File: config.mk
export PLATFORM = sky130hd
export DESIGN_NAME = mem_port_arbiter
export DESIGN_NICKNAME = d
export VERILOG_FILES = /design/src/rtl/mem_port_arbiter.sv
export SDC_FILE = /design/constraint.sdc
export NUM_CORES = 1
export LEC_CHECK = 0
export ABC_AREA = 1
export CAP_MARGIN = 20
export CORE_AREA = 2 2 86 88
export DETAILED_ROUTE_END_ITERATION = 6
export DIE_AREA = 0 0 88 90
export PLACE_DENSITY = 0.69
export SKIP_LAST_GASP = 1
export SLEW_MARGIN = 40
export SYNTH_ARGS = -nofsm -noshare
export SYNTH_HDL_FRONTEND = slang
export SYNTH_SLANG_ARGS = --single-unit
File: constraint.sdc
create_clock -name clk -period 2.24 [get_ports clk]
set_input_delay 0.448 -clock clk [delete_from_list [all_inputs] [get_ports clk]]
set_output_delay 0.448 -clock clk [all_outputs]
set_load 0.02 [all_outputs]
File: src/rtl/mem_port_arbiter.sv
// Arbiter sharing one single-port, 1-cycle-latency RAM between the fetch (I) and load/store (D) ports.
// Build option ARB_ROUND_ROBIN_EN: round-robin on conflict instead of fixed D priority with anti-starvation.
module mem_port_arbiter #(
    parameter int AWIDTH     = 14,
    parameter int DWIDTH     = 32,
    parameter int STARVE_MAX = 4
) (
    input  logic              clk,
    input  logic              rst,
    input  logic              i_req,
    input  logic [AWIDTH-1:0] i_addr,
    output logic              i_gnt,
    output logic              i_rvalid,
    output logic [DWIDTH-1:0] i_rdata,
    input  logic              d_req,
    input  logic [AWIDTH-1:0] d_addr,
    input  logic [3:0]        d_we,
    input  logic [DWIDTH-1:0] d_wdata,
    output logic              d_gnt,
    output logic              d_rvalid,
    output logic [DWIDTH-1:0] d_rdata,
    output logic              mem_en,
    output logic [3:0]        mem_we,
    output logic [AWIDTH-1:0] mem_addr,
    output logic [DWIDTH-1:0] mem_din,
    input  logic [DWIDTH-1:0] mem_dout,
    output logic [1:0]        o_rsp_owner
);

    // Handshake: a requester holds req and its address/data until it sees gnt in the same
    // cycle; a granted read returns exactly one cycle later on rvalid, with no buffering.
    typedef enum logic [1:0] {
        RSP_NONE = 2'd0,
        RSP_I    = 2'd1,
        RSP_D    = 2'd2
    } rsp_owner_t;

    rsp_owner_t r_rsp_owner;
    rsp_owner_t w_rsp_owner_nxt;
    logic       w_conflict;
    logic       w_i_wins;

    assign w_conflict = i_req & d_req;

`ifdef ARB_ROUND_ROBIN_EN
    logic r_rr_last_i;

    // The port that lost the previous conflict wins the next one.
    assign w_i_wins = ~r_rr_last_i;

    always_ff @(posedge clk) begin
        if (rst) begin
            r_rr_last_i <= 1'b1;
        end else if (w_conflict) begin
            r_rr_last_i <= w_i_wins;
        end
    end
`else
    localparam int CW = $clog2(STARVE_MAX + 1);
    logic [CW-1:0] r_starve_cnt;

    assign w_i_wins = (r_starve_cnt == CW'(STARVE_MAX));

    always_ff @(posedge clk) begin
        if (rst) begin
            r_starve_cnt <= '0;
        end else if (i_req & ~i_gnt) begin
            if (r_starve_cnt != CW'(STARVE_MAX)) begin
                r_starve_cnt <= r_starve_cnt + CW'(1);
            end
        end else begin
            r_starve_cnt <= '0;
        end
    end
`endif

    assign i_gnt = ~rst & i_req & (~d_req | w_i_wins);
    assign d_gnt = ~rst & d_req & (~i_req | ~w_i_wins);

    always_ff @(posedge clk) begin
        if (rst) begin
            r_rsp_owner <= RSP_NONE;
        end else begin
            r_rsp_owner <= w_rsp_owner_nxt;
        end
    end

    // Stores produce no response, so only reads move the tracker off NONE.
    always_comb begin
        w_rsp_owner_nxt = RSP_NONE;
        if (i_gnt) begin
            w_rsp_owner_nxt = RSP_I;
        end else if (d_gnt && (d_we == 4'b0000)) begin
            w_rsp_owner_nxt = RSP_D;
        end
    end

    // Gating with rst drops a read that was granted in the cycle before reset.
    assign i_rvalid    = ~rst & (r_rsp_owner == RSP_I);
    assign d_rvalid    = ~rst & (r_rsp_owner == RSP_D);
    assign i_rdata     = mem_dout;
    assign d_rdata     = mem_dout;
    assign o_rsp_owner = r_rsp_owner;

    assign mem_en   = i_gnt | d_gnt;
    assign mem_we   = d_gnt ? d_we : 4'b0000;
    assign mem_addr = i_gnt ? i_addr : d_addr;
    assign mem_din  = d_wdata;

endmodule

# --- After elaboration in Yosys (flattened, before gate mapping) ---
# Index checks and enable logic that the tools add are counted.
classes:
  addsub: 1
  eq_ne: 4
  mux: 4
  bitwise_logic: 16
  reduce_logical: 4
op_table:
  columns: ["operator", "n"]
  rows:
  - ["$mux W14", 1]
  - ["$and A1 B1 Y1", 7]
  - ["$not A1 Y1", 6]
  - ["$logic_not A4 Y1", 1]
  - ["$mux W4", 1]
  - ["$reduce_or A2 Y1", 2]
  - ["$add A3 B1 Y3 const B", 1]
  - ["$eq A3 B3 Y1 const B", 1]
  - ["$ne A3 B3 Y1 const B", 1]
  - ["$or A1 B1 Y1", 3]
  - ["$eq A2 B1 Y1 const B", 1]
  - ["$eq A2 B2 Y1 const B", 1]
  - ["$mux W2", 1]
  - ["$logic_and A1 B1 Y1", 1]
  - ["$mux W1", 1]
word_totals:
  register_bits: 5
  in_bits: 100
  out_inout_bits: 121
  wordCells: 32

# --- Logic depth before layout (Yosys ltp) ---
depth:
  word_depth: 7
  depth_mapped: 8
  ltp_nobuf: 7

# --- Worst setup path after synthesis ---
# OpenSTA, ideal clock, no wires.
synth_timing:
  path_type: "register to output"
  start: "register r_starve_cnt[0]"
  end: "output port mem_addr[10]"
  t_arrival_ns: 1.186
  required_ns: 1.792
  path_slack_ns: 0.606
  stages_incl_launch_ff: 9
  path_buffers: 1
  cell_sequence: "dfxtp_1 inv_1 ha_1 nand2_2 nand2_4 nand2_4 buf_6 nand2_1 nand2_1"
synth_between:
  elab_chain_cells: 4
synth_lines:
  columns: ["element", "line_no", "source"]
  rows:
  - ["from (decl)", "60", "logic [CW-1:0] r_starve_cnt;"]
  - ["from (signal assigned)", "69", "r_starve_cnt <= r_starve_cnt + CW'(1);"]
  - ["$eq A3 B3 Y1", "62", "assign w_i_wins = (r_starve_cnt == CW'(STARVE_MAX));"]
  - ["$or A1 B1 Y1", "77", "assign i_gnt = ~rst & i_req & (~d_req | w_i_wins);"]
  - ["$and A1 B1 Y1", "77", null]
  - ["$mux W14", "107", "assign mem_addr = i_gnt ? i_addr : d_addr;"]
  - ["to (decl)", "24", "output logic [AWIDTH-1:0] mem_addr,"]
# Every way passes these cells.

# --- Worst setup path after layout ---
layout_timing:
  start: "input port rst"
  end: "output port d_gnt"
layout_between:
  elab_chain_cells: 3
layout_lines:
  columns: ["element", "line_no", "source"]
  rows:
  - ["from (decl)", "9", "input logic rst,"]
  - ["$not A1 Y1", "78", "assign d_gnt = ~rst & d_req & (~i_req | ~w_i_wins);"]
  - ["$and A1 B1 Y1 (2 in series)", "78", null]
  - ["to (decl)", "19", "output logic d_gnt,"]
# Every way passes these cells.

==> impl_results.md <==
- Die height: 90 µm
- Number of max-cap violations: 0
- Final setup violation count: 0
- I/O Pins: 221
- DRT iter0 DRCs: 8
- Share of power burned in registers: 20.1%
- Peak VDD IR: 0.152 mV
- CTS hold repair buffers: 0
- CTS tree: built
- Synthesized area: 1240 µm²
- TritonCTS Buffers: 3
- Antenna-violating nets left: 0
- Worst slew pin tran: 0.224 ns
- Commonest non-fill, non-tap cell in the layout: clkdlybuf4s50_1
- Synth top area share: 59.3%
- Min Tclk post-route: 2.16 ns
- Min-Delay Path Class: reg2reg
- Vias/cell: 3.41
- Post-synthesis sequential area ratio: 8.06%
- Setup CP Type: in2out
- Req. time, crit path: 1.79 ns
- Htree depth: 1
- Total GRT Usage: 7.68%
- Fin Setup TNS: 0 ns
- Drt total wl: 3090 µm
- Most frequent cells in the layout: 36 x clkdlybuf4s50_1, 33 x nand2_1, 17 x nand3_1, 14 x buf_2, 13 x inv_1
- Achievable frequency: 0.463 GHz
- Yosys cell types: 14
- Worst setup EP type: primary output
- Dpl hpwl: 2440 µm
- Final WS setup: 0.0791 ns
- Logic pwr share: 44.3%
- Synth Area per Inst: 6.57 µm²
- Net Sw Frac: 31.2%
- # clock sinks: 5
- Share of layout cells above drive strength 1: 26.1%
- Clock transition at path regs: 0.04 ns
- Status: complete, no violations
- PD cells: 353 nW/µm²
- Area leader, netlist: buf_4
- Pre-CTS setup slack: -0.354 ns
- Yosys warnings: 0
- Clk Latency, worst-skew pair: 0.22 ns
- Width of the die: 88 µm
- R2r setup slk: 0.97 ns
- Pint: 317 µW
- RSZ-0062 raised after global routing: no
- Area Growth Syn to Fin: 5.44%
- Initial Util: 17.7%
- Routability congestion estimate: 0.680
- Nets: 268
- First-pass GRT wire length: 4770 µm
- Vias in the first global route: 889
- Final Slew Violations: 0
- Initial antenna violation count: 0
- Clock skew: 0.00322 ns
- Row count: 31
- Hold slack: 0.453 ns
- Routed len/inst: 11.7 µm
- CP Max Fanout: 7
- Vias post-DR: 900
- 1st-pass router iterations: 4
- Core Area: 7020 µm²
- Drt drc: 0
- Syn Inst Count: 189
- Port Buffers: 60
- Total gr overflow: 0
- Antenna cells: 0
- Rel. slew slack: 85.0%
- Root Driver: clkbuf_8
- Tcrit/Tclk final: 96.5%
- Die ar.: 7920 µm²
- Fin. Hold Viols: 0
- Leakage power figure: 0.000653 µW
- Synth area leaders: buf_4 59%, nand2_1 10%, dfxtp_1 8.1%, nand3_1 6.9%, inv_1 4.2%
- Net Count, Synth: 291
- Clock Power Share: 35.6%
- Arrival time worst endpoint: 1.71 ns
- P_sw: 144 µW
- Synthesis-stage register bit count: 5
- Max Buffers Root-to-Sink: 2
- Largest net degree at the start of global routing: 18
- Startpoint types: input port
==> sequential cells by signal, summed over array words and instances (netlist names) <==
signal	cells
o_rsp_owner	2
r_starve_cnt	3
==> path summary, 6_finish.rpt <==
| check | from | endpoint | cells after the start |
|---|---|---|---|
| worst max-delay path | rst | d_gnt | 6 |
| worst min-delay path | r_starve_cnt[0] | r_starve_cnt[0] | 1 |
| worst max register to register | r_starve_cnt[1] | r_starve_cnt[1] | 8 |
| worst min register to register | r_starve_cnt[0] | r_starve_cnt[0] | 1 |
==> layout make-up <==
class                   count  area [µm²]
clock buffers               3        41.3
multi-input cells          71         363
well taps                  99         124
inverters                  14        52.6
flip-flops and latches      5         100
repair buffers             71         623
fillers                   816        5710
clock inverters             1        5.00
==> synthesized netlist by cell type <==
| library cell | count |
|---|---|
| buf_4 | 98 |
| nand2_1 | 34 |
| nand3_1 | 17 |
| inv_1 | 14 |
| nor2_1 | 11 |
| dfxtp_1 | 5 |
| ha_1 | 2 |
| nand2_4 | 2 |
| buf_6 | 1 |
| nand2_2 | 1 |
| nor2_4 | 1 |
| nor3_1 | 1 |
| o21ai_2 | 1 |
| xnor2_1 | 1 |
==> power by group through the flow <==
| stage | Clock (µW) | Sequential (µW) | Combinational, µW |
|---|---|---|---|
| 2_1_floorplan | 0 | 95.0 | 330 |
| 3_3_place_gp | 0 | 93.9 | 212 |
| 3_5_place_dp | 0 | 94.1 | 213 |
| 4_1_cts | 169 | 92.8 | 210 |
| 5_1_grt | 178 | 93.0 | 222 |
| 6_report | 164 | 92.8 | 205 |
==> per-stage QoR <==
step	cell area [µm²]	total power, µW	instances	utilization, %
2_1_floorplan	1240	425	189	-
3_3_place_gp	1270	306	256	18.1
3_5_place_dp	1270	307	256	18.1
4_1_cts	1340	472	264	19.1
5_1_grt	1310	493	264	18.6
6_report	1310	462	264	18.6
==> worst max-delay path: stages <==
cell             delay [ns]
clkdlybuf4s50_1        0.48
buf_4                  0.18
nor2_2                 0.14
o21ai_4                0.10
inv_1                  0.07
clkdlybuf4s15_1        0.29
==> routing by layer <==
metal  routed length (µm)  vias up  GRT usage (%)  part of all wire, %
li1                     -      427              -                    -
met1                 1150      389           9.24                   37
met2                 1410       62           11.4                   46
met3                  413       22           3.40                   13
met4                  117        0           3.97                  3.8
met5                    0        -              0                    0
==> cell families after synthesis <==
| logic type | synth area share (%) |
|---|---|
| buf+inv | 64.4 |
| simple gates | 24.1 |
| flops | 8.06 |
| fa+ha+maj | 2.02 |
| compound gates | 0.706 |
| xor+xnor | 0.706 |
==> timing repair <==
action / in CTS / in global routing
resized for setup: 75 / 18
buffers inserted: 3 / 0
endpoints found under the setup margin: 23 / 20
gates cloned: 1 / 0
pin swaps: 1 / 3
hold endpoints to repair: 0 / 0
(Power assumes the default switching activity.)
